### src/rtl/mem_stage_vl_pkg.sv
// Shared definitions for the MEM stage: bus widths, field offsets, load opcodes
// and exception codes.
package mycpu_pkg;

    localparam int ES_BUS_WD = 147;
    localparam int MS_BUS_WD = 110;

    // EX->MEM bus field positions (lsb of each field)
    localparam int ES_RT_LSB   = 115;
    localparam int ES_PCERR    = 114;
    localparam int ES_BADV_LSB = 82;
    localparam int ES_EXC_LSB  = 77;
    localparam int ES_ERET     = 76;
    localparam int ES_BD       = 75;
    localparam int ES_LDOP_LSB = 72;
    localparam int ES_REQ      = 71;
    localparam int ES_RFM      = 70;
    localparam int ES_GRWE     = 69;
    localparam int ES_DEST_LSB = 64;
    localparam int ES_ALU_LSB  = 32;
    localparam int ES_PC_LSB   = 0;

    // MEM->WB bus field positions
    localparam int MS_PCERR    = 109;
    localparam int MS_BADV_LSB = 77;
    localparam int MS_EXC_LSB  = 72;
    localparam int MS_ERET     = 71;
    localparam int MS_BD       = 70;
    localparam int MS_GRWE     = 69;
    localparam int MS_DEST_LSB = 64;
    localparam int MS_RES_LSB  = 32;
    localparam int MS_PC_LSB   = 0;

    typedef enum logic [2:0] {
        LD_OP_LW  = 3'd0,
        LD_OP_LB  = 3'd1,
        LD_OP_LBU = 3'd2,
        LD_OP_LH  = 3'd3,
        LD_OP_LHU = 3'd4,
        LD_OP_LWL = 3'd5,
        LD_OP_LWR = 3'd6
    } ld_op_e;

    localparam logic [4:0] EXC_NONE = 5'h00;
    localparam logic [4:0] EXC_ADEL = 5'h04;
    localparam logic [4:0] EXC_ADES = 5'h05;
    localparam logic [4:0] EXC_SYS  = 5'h08;
    localparam logic [4:0] EXC_BP   = 5'h09;
    localparam logic [4:0] EXC_RI   = 5'h0a;
    localparam logic [4:0] EXC_OV   = 5'h0c;

endpackage

### src/rtl/mem_stage_vl_if.sv
// Pipeline handshake and data-memory response signals seen by the MEM stage.
interface mem_stage_vl_if
    import mycpu_pkg::*;
#(
    parameter int ES_BUS_WD = mycpu_pkg::ES_BUS_WD,
    parameter int MS_BUS_WD = mycpu_pkg::MS_BUS_WD
);
    logic                 es_to_ms_valid;
    logic [ES_BUS_WD-1:0] es_to_ms_bus;
    logic                 ms_allowin;
    logic                 ws_allowin;
    logic                 ms_to_ws_valid;
    logic [MS_BUS_WD-1:0] ms_to_ws_bus;
    logic                 data_ok;
    logic [31:0]          data_rdata;

    modport slave (
        input  es_to_ms_valid, es_to_ms_bus, ws_allowin, data_ok, data_rdata,
        output ms_allowin, ms_to_ws_valid, ms_to_ws_bus
    );

    modport master (
        output es_to_ms_valid, es_to_ms_bus, ws_allowin, data_ok, data_rdata,
        input  ms_allowin, ms_to_ws_valid, ms_to_ws_bus
    );
endinterface

### src/rtl/mem_stage_vl_load_align.sv
// Combinational load data extraction: picks the byte/half/word lane and merges
// LWL/LWR partial words with the old rt value.
module load_align
    import mycpu_pkg::*;
(
    input  logic [2:0]  ld_op,
    input  logic [1:0]  off,
    input  logic [31:0] rdata,
    input  logic [31:0] rt,
    output logic [31:0] result
);
    logic [7:0]  byte_v;
    logic [15:0] half_v;

    always_comb begin
        byte_v = rdata[7:0];
        case (off)
            2'd0: byte_v = rdata[7:0];
            2'd1: byte_v = rdata[15:8];
            2'd2: byte_v = rdata[23:16];
            2'd3: byte_v = rdata[31:24];
            default: byte_v = rdata[7:0];
        endcase
        half_v = off[1] ? rdata[31:16] : rdata[15:0];

        result = rdata;
        case (ld_op)
            LD_OP_LW:  result = rdata;
            LD_OP_LB:  result = {{24{byte_v[7]}}, byte_v};
            LD_OP_LBU: result = {24'h0, byte_v};
            LD_OP_LH:  result = {{16{half_v[15]}}, half_v};
            LD_OP_LHU: result = {16'h0, half_v};
            LD_OP_LWL: begin
                case (off)
                    2'd0: result = {rdata[7:0],  rt[23:0]};
                    2'd1: result = {rdata[15:0], rt[15:0]};
                    2'd2: result = {rdata[23:0], rt[7:0]};
                    default: result = rdata;
                endcase
            end
            LD_OP_LWR: begin
                case (off)
                    2'd0: result = rdata;
                    2'd1: result = {rt[31:24], rdata[31:8]};
                    2'd2: result = {rt[31:16], rdata[31:16]};
                    default: result = {rt[31:8], rdata[31:24]};
                endcase
            end
            default: result = rdata;
        endcase
    end
endmodule

### src/rtl/mem_stage_vl.sv
// MEM stage for a variable-latency data memory; drops responses owed by flushed
// loads. Define MS_LOAD_ALIGN_EXC_EN to raise AdEL on misaligned LW/LH/LHU.
module mem_stage_vl
    import mycpu_pkg::*;
#(
    parameter int ES_BUS_WD       = mycpu_pkg::ES_BUS_WD,
    parameter int MS_BUS_WD       = mycpu_pkg::MS_BUS_WD,
    parameter int MAX_OUTSTANDING = 2
)(
    input  logic           clk,
    input  logic           reset,
    mem_stage_vl_if.slave  ms_if,
    input  logic           flush,
    output logic [4:0]     ms_fwd_dest,
    output logic [31:0]    ms_fwd_data,
    output logic           ms_fwd_stall,
    output logic           ms_ex,
    output logic           ms_eret
);
    localparam int CNT_W = $clog2(MAX_OUTSTANDING + 1);
    localparam logic [CNT_W-1:0] CNT_MAX = CNT_W'(MAX_OUTSTANDING);

    logic                 ms_valid;
    logic [ES_BUS_WD-1:0] bus_r;
    logic                 buf_valid;
    logic [31:0]          buf_data;
    logic [CNT_W-1:0]     discard_cnt;

    logic [31:0] rt_value, badv_in, alu_result, pc;
    logic [4:0]  exc_in, dest;
    logic [2:0]  ld_op;
    logic        pc_error, eret, bd, req_issued, res_from_mem, gr_we_in;

    assign rt_value     = bus_r[ES_RT_LSB +: 32];
    assign pc_error     = bus_r[ES_PCERR];
    assign badv_in      = bus_r[ES_BADV_LSB +: 32];
    assign exc_in       = bus_r[ES_EXC_LSB +: 5];
    assign eret         = bus_r[ES_ERET];
    assign bd           = bus_r[ES_BD];
    assign ld_op        = bus_r[ES_LDOP_LSB +: 3];
    assign req_issued   = bus_r[ES_REQ];
    assign res_from_mem = bus_r[ES_RFM];
    assign gr_we_in     = bus_r[ES_GRWE];
    assign dest         = bus_r[ES_DEST_LSB +: 5];
    assign alu_result   = bus_r[ES_ALU_LSB +: 32];
    assign pc           = bus_r[ES_PC_LSB +: 32];

    logic need_rsp, rsp_hit, ms_ready_go, ms_allowin;
    logic discard_inc, discard_dec;

    assign need_rsp    = ms_valid && req_issued;
    assign rsp_hit     = ms_if.data_ok && (discard_cnt == '0);
    assign ms_ready_go = !need_rsp || buf_valid || rsp_hit;
    assign ms_allowin  = !ms_valid || (ms_ready_go && ms_if.ws_allowin);
    assign discard_dec = ms_if.data_ok && (discard_cnt != '0);
    // A flushed load that has neither been answered nor buffered leaves a stale response in flight
    assign discard_inc = flush && need_rsp && !buf_valid && !rsp_hit;

    assign ms_if.ms_allowin     = ms_allowin;
    assign ms_if.ms_to_ws_valid = ms_valid && ms_ready_go;

    always_ff @(posedge clk) begin
        if (reset) begin
            ms_valid  <= 1'b0;
            bus_r     <= '0;
            buf_valid <= 1'b0;
            buf_data  <= '0;
        end else if (flush) begin
            ms_valid  <= 1'b0;
            buf_valid <= 1'b0;
        end else if (ms_allowin) begin
            ms_valid  <= ms_if.es_to_ms_valid;
            buf_valid <= 1'b0;
            if (ms_if.es_to_ms_valid) begin
                bus_r <= ms_if.es_to_ms_bus;
            end
        end else if (need_rsp && rsp_hit && !buf_valid && !ms_if.ws_allowin) begin
            buf_valid <= 1'b1;
            buf_data  <= ms_if.data_rdata;
        end
    end

    always_ff @(posedge clk) begin
        if (reset) begin
            discard_cnt <= '0;
        end else if (discard_inc && !discard_dec) begin
            if (discard_cnt != CNT_MAX) begin
                discard_cnt <= discard_cnt + 1'b1;
            end
        end else if (discard_dec && !discard_inc) begin
            discard_cnt <= discard_cnt - 1'b1;
        end
    end

    a_discard_bound: assert property (@(posedge clk) disable iff (reset)
        (discard_cnt <= CNT_MAX) && !(discard_inc && !discard_dec && discard_cnt == CNT_MAX));

    logic [31:0] ld_rdata, ld_result, final_result;

    assign ld_rdata = buf_valid ? buf_data : ms_if.data_rdata;

    load_align u_load_align (
        .ld_op  (ld_op),
        .off    (alu_result[1:0]),
        .rdata  (ld_rdata),
        .rt     (rt_value),
        .result (ld_result)
    );

    assign final_result = res_from_mem ? ld_result : alu_result;

    logic ade;
`ifdef MS_LOAD_ALIGN_EXC_EN
    assign ade = res_from_mem && (exc_in == EXC_NONE) &&
                 (((ld_op == LD_OP_LW) && (alu_result[1:0] != 2'b00)) ||
                  (((ld_op == LD_OP_LH) || (ld_op == LD_OP_LHU)) && alu_result[0]));
`else
    assign ade = 1'b0;
`endif

    logic [4:0]  exc_out;
    logic [31:0] badv_out;
    logic        gr_we_out;

    assign exc_out   = ade ? EXC_ADEL : exc_in;
    assign badv_out  = ade ? alu_result : badv_in;
    assign gr_we_out = gr_we_in && !ade;

    always_comb begin
        ms_if.ms_to_ws_bus                       = '0;
        ms_if.ms_to_ws_bus[MS_PCERR]             = pc_error;
        ms_if.ms_to_ws_bus[MS_BADV_LSB +: 32]    = badv_out;
        ms_if.ms_to_ws_bus[MS_EXC_LSB +: 5]      = exc_out;
        ms_if.ms_to_ws_bus[MS_ERET]              = eret;
        ms_if.ms_to_ws_bus[MS_BD]                = bd;
        ms_if.ms_to_ws_bus[MS_GRWE]              = gr_we_out;
        ms_if.ms_to_ws_bus[MS_DEST_LSB +: 5]     = dest;
        ms_if.ms_to_ws_bus[MS_RES_LSB +: 32]     = final_result;
        ms_if.ms_to_ws_bus[MS_PC_LSB +: 32]      = pc;
    end

    assign ms_fwd_dest  = (ms_valid && gr_we_out) ? dest : 5'd0;
    assign ms_fwd_data  = ms_valid ? final_result : 32'd0;
    assign ms_fwd_stall = ms_valid && res_from_mem && !ms_ready_go;
    assign ms_ex        = ms_valid && (exc_out != EXC_NONE);
    assign ms_eret      = ms_valid && eret;
endmodule

### src/flat_wrapper.sv
// flat-port wrapper written by rule: the top's interface ports become plain ports
module mem_stage_vl_flat import mycpu_pkg::*;
#(
    parameter int ES_BUS_WD       = mycpu_pkg::ES_BUS_WD,
    parameter int MS_BUS_WD       = mycpu_pkg::MS_BUS_WD,
    parameter int MAX_OUTSTANDING = 2
)
  (clk, reset, flush, ms_fwd_dest, ms_fwd_data, ms_fwd_stall, ms_ex, ms_eret, ms_if_es_to_ms_valid, ms_if_es_to_ms_bus, ms_if_ws_allowin, ms_if_data_ok, ms_if_data_rdata, ms_if_ms_allowin, ms_if_ms_to_ws_valid, ms_if_ms_to_ws_bus);
  mem_stage_vl_if #(.ES_BUS_WD(ES_BUS_WD), .MS_BUS_WD(MS_BUS_WD)) ms_if_i ();
  input  logic clk;
  input  logic reset;
  input  logic flush;
  output logic [4:0] ms_fwd_dest;
  output logic [31:0] ms_fwd_data;
  output logic ms_fwd_stall;
  output logic ms_ex;
  output logic ms_eret;
  input wire logic [$bits(ms_if_i.es_to_ms_valid)-1:0] ms_if_es_to_ms_valid;
  input wire logic [$bits(ms_if_i.es_to_ms_bus)-1:0] ms_if_es_to_ms_bus;
  input wire logic [$bits(ms_if_i.ws_allowin)-1:0] ms_if_ws_allowin;
  input wire logic [$bits(ms_if_i.data_ok)-1:0] ms_if_data_ok;
  input wire logic [$bits(ms_if_i.data_rdata)-1:0] ms_if_data_rdata;
  output wire logic [$bits(ms_if_i.ms_allowin)-1:0] ms_if_ms_allowin;
  output wire logic [$bits(ms_if_i.ms_to_ws_valid)-1:0] ms_if_ms_to_ws_valid;
  output wire logic [$bits(ms_if_i.ms_to_ws_bus)-1:0] ms_if_ms_to_ws_bus;
  assign ms_if_i.es_to_ms_valid = ms_if_es_to_ms_valid;
  assign ms_if_i.es_to_ms_bus = ms_if_es_to_ms_bus;
  assign ms_if_i.ws_allowin = ms_if_ws_allowin;
  assign ms_if_i.data_ok = ms_if_data_ok;
  assign ms_if_i.data_rdata = ms_if_data_rdata;
  assign ms_if_ms_allowin = ms_if_i.ms_allowin;
  assign ms_if_ms_to_ws_valid = ms_if_i.ms_to_ws_valid;
  assign ms_if_ms_to_ws_bus = ms_if_i.ms_to_ws_bus;
  mem_stage_vl #(.ES_BUS_WD(ES_BUS_WD), .MS_BUS_WD(MS_BUS_WD), .MAX_OUTSTANDING(MAX_OUTSTANDING)) u_core (.clk(clk), .reset(reset), .ms_if(ms_if_i), .flush(flush), .ms_fwd_dest(ms_fwd_dest), .ms_fwd_data(ms_fwd_data), .ms_fwd_stall(ms_fwd_stall), .ms_ex(ms_ex), .ms_eret(ms_eret));
endmodule
### config.mk
export PLATFORM = sky130hd
export DESIGN_NAME = mem_stage_vl_flat
export DESIGN_NICKNAME = d
export VERILOG_FILES = /design/src/rtl/mem_stage_vl_pkg.sv /design/src/rtl/mem_stage_vl_if.sv /design/src/rtl/mem_stage_vl_load_align.sv /design/src/rtl/mem_stage_vl.sv /design/src/flat_wrapper.sv
export SDC_FILE = /design/constraint.sdc
export NUM_CORES = 1
export LEC_CHECK = 0
export BUFFER_PORTS_ARGS = -buffer_cell sky130_fd_sc_hd__clkbuf_2
export CORE_ASPECT_RATIO = 1.2
export CORE_MARGIN = 10
export CORE_UTILIZATION = 25
export DETAILED_ROUTE_END_ITERATION = 8
export HOLD_SLACK_MARGIN = 0.12
export PLACE_DENSITY = 0.41
export SKIP_LAST_GASP = 1
export SYNTH_ARGS = -nofsm -noshare
export SYNTH_HDL_FRONTEND = slang
export SYNTH_SLANG_ARGS = --single-unit
export TNS_END_PERCENT = 100
### constraint.sdc
create_clock -name clk -period 4.41 [get_ports clk]
set_clock_uncertainty 0.2 [all_clocks]
set_input_delay 0.2205 -clock clk [delete_from_list [all_inputs] [get_ports clk]]
set_output_delay 0.2205 -clock clk [all_outputs]
set_load 0.05 [all_outputs]
==> results.md <==
- CP Launch Type: flip-flop
- H-tree depth: 4
- Maximum VDD drop: 0.0002674 V
- Overall power: 4.487 mW
- WP data required: 3990 ps
- Pwr per Cell Area: approximately 310 nW/um^2
- DRT Pass-1 Iters: 7
- Post-CTS Setup Repair Bufs: 0
- I/O pin count: 337
- Vias per cell: 4.688
- Register Area: 3670 sq um
- Die W: roughly 210 microns
- DRT iter0 DRCs: 551
- Die area: 50630 sq um
- GP Congestion: 0.8743
- Fraction of layout cells with a size suffix above 1: 29.47%
- Max Cap Viol: 0
- # port buffers: 336
- Avg Inst Size Synth: approximately 9 sq um
- Worst-path fanout max: 53
- Setup TNS: 0 ps
- Total vias in the final route: 10.02k
- Slew @ Worst Pin: 980.4 ps
- Gr usage total: 17.04%
- FF-to-FF path depth: 6
- Final Hold Fails: 0
- Post-route non-filler standard cell count: 2138
- CTS tree: built
- Vias in the first global route: 10.30k
- Slew HR: 34.64%
- Aggregate global routing overflow: 0
- Fill count: roughly 4.4k
- RSZ-0062 raised after global routing: false
- Final core utilization: a little over a third
- Final worst-path setup slack: 494.8 ps
- Part of the power in registers: between 30% and 40%
- Area of the multi-input gates: 5832 sq um
- Antenna-violating nets left: 0
- Switching pwr: 1.454 mW
- Clock power frac: 36.6%
- Fin crit period: 3915 ps
- Pre-CTS setup slack: 1080 ps
- Placed Instances: 1919
- Global-route wire length before repair: 66.54 mm
- Sw Ratio: 32.41%
- DPL Wire Length: roughly 34 mm
- Fmax: between 200 and 300 MHz
- Initial antenna violation count: 6
- Kind of critical path: flip-flop to primary output
- Status: complete, no violations
- Post-synth EDFFs: 0
- Wirelength, routed: 44.19 mm
- #FFs+latches synth: 183
- Clock transition at path regs: 70 ps
- Site Rows: 82
- Final net count: 1760
- P_int: 3.032 mW
- Post-synthesis sequential area ratio: 34.89%
- Starting Density: 25.20%
- Clock Latency Late Sink: 450 ps
- Lkg Pwr: between 5 and 6 nW
- CP endpoint kind: primary output
- Setup Viol. Count Final: 0
- Root Driver: clkbuf_16
- Most common cell after layout, fill and taps aside: clkbuf_2
- Clock Tree Buf Depth: 2
- # DRC: 0
- Synth top area cells: dfxtp_1 (35%), mux2i_1 (17%), buf_4 (6.8%), nor2_1 (6.7%), mux4_2 (5.8%)
- Most frequent cells in the layout: clkbuf_2 (335), nor2_1 (188), dlygate4sd3_1 (183)
- Core area: 41660 sq um
- TritonCTS Buffers: 17
- Drt wl/cell: 20.67 microns
- Cell taking the most area after synthesis: dfxtp_1
- Top_reg_cell synth: dfxtp_1
- Async SR Flop Fraction: 0%
- Mapped Cells: approximately 1.2k
- Chip height: 244.5 microns
- Logic pwr share: 23.5%
- Post-synth net total: 1367
- Critical path arrival: 3490 ps
- Yosys top cell area share: 34.89%
- Area growth syn-to-layout: 38.65%
- Largest net degree at the start of global routing: between 100 and 150
- YS warnings: 0
- Crit share post-route: 88.78%
- Worst Hold Depth: 2
- Pins Over Slew Limit: 0
- Clock sinks: approximately 180
- Synth unique cells: just under 60
- Hold WC Path Type: input port to flip-flop
- Post-synthesis cell area: about 10000 sq um
## what timing repair did
| item | in CTS | in global routing |
|---|---|---|
| gates resized for setup | 0 | 0 |
| hold buffers | 183 | 0 |
| hold endpoints to repair | 183 | 0 |
## final timing paths
| check | slack [ps] | to | from |
|---|---|---|---|
| worst max-delay path | 490 | ms_fwd_data[21] | u_core.buf_valid$_SDFFE_PP0P_ |
| worst min-delay path | 90 | u_core.bus_r[102]$_SDFFE_PP0P_ | reset |
| worst max register to register | 1440 | u_core.bus_r[90]$_SDFFE_PP0P_ | u_core.discard_cnt[1]$_SDFFE_PP0P_ |
| worst min register to register | 270 | u_core.buf_data[18]$_SDFFE_PP0P_ | u_core.buf_data[18]$_SDFFE_PP0P_ |
## metrics by stage
| step | hold slack, ps | area [sq um] |
|---|---|---|
| CTS | 127.1 | 14550 |
| floorplan | 97.57 | 10500 |
| global placement | 253.9 | 12100 |
| finish | 89.97 | 14560 |
| detailed placement | 261.6 | 12100 |
| global route | 127.3 | 14550 |
## cell families (layout without fill, tap and decap cells)
group                  count (synthesis)  count (layout)  share of synthesized area, %
AO/OA/AOI/OAI                        207             207                         12.94
AND/OR/NAND/NOR                      388             388                         16.65
multiplexers                         231             231                         25.60
buffers and inverters                171             577                         9.749
other                                  0               4                             0
flip-flops                           183             183                         34.89
XOR/XNOR                               2               2                        0.1669
## metal layers
metal  vias to the layer above  global-route usage (%)  share of wire, %
met1                      4713                   20.04                42
met4                         2                   8.188               3.9
met3                        50                   4.118               5.3
li1                       4925                       -                 -
met5                         -                       0             0.029
met2                       334                   28.65                49
## cells in the mapped netlist (8+ instances only)
library cell and instances:
nor2_1 188, dfxtp_1 183, mux2i_1 174, nand2_1 97, buf_4 95, clkbuf_1 57
a21oi_1 53, o21ai_0 50, mux2_2 30, mux4_2 27, nand2b_1 22, and2_1 18
o22ai_1 16, o211ai_1 15, buf_2 14, nor3_1 11, nor2b_1 10, nor3b_1 10
a2111oi_0 9, a221oi_1 8, nor4_1 8, o2bb2ai_1 8
## registers in the layout, summed over array words and instances, names as in the netlist
register            cells
u_core.ms_valid         1
u_core.discard_cnt      2
u_core.buf_valid        1
u_core.buf_data        32
u_core.bus_r          147
## critical path, stage by stage, from the launching register on
cell	delay, ps
dfxtp_2	480
buf_4	610
mux2_2	460
o21ai_0	180
a21oi_1	70
nor3_1	640
o22ai_1	250
clkbuf_2	290
## power groups by stage
stage               clock network, mW  logic [mW]  registers, mW
CTS                              1.72        1.06           1.79
detailed placement                  0       0.920           1.83
global route                     1.79        1.13           1.80
global placement                    0       0.918           1.83
floorplan                           0       0.677           1.79
finish                           1.64        1.05           1.79
## final cells by class
type | instances | share of cell area [%]
tap | 546 | 4.693
clock inverter | 15 | 1.315
antenna | 4 | 0.06876
timing repair buffer | 543 | 25.67
inverter | 2 | 0.05157
multi-input combinational | 828 | 40.06
sequential | 183 | 25.21
clock buffer | 17 | 2.922
Power figures use the tool's default switching activity.
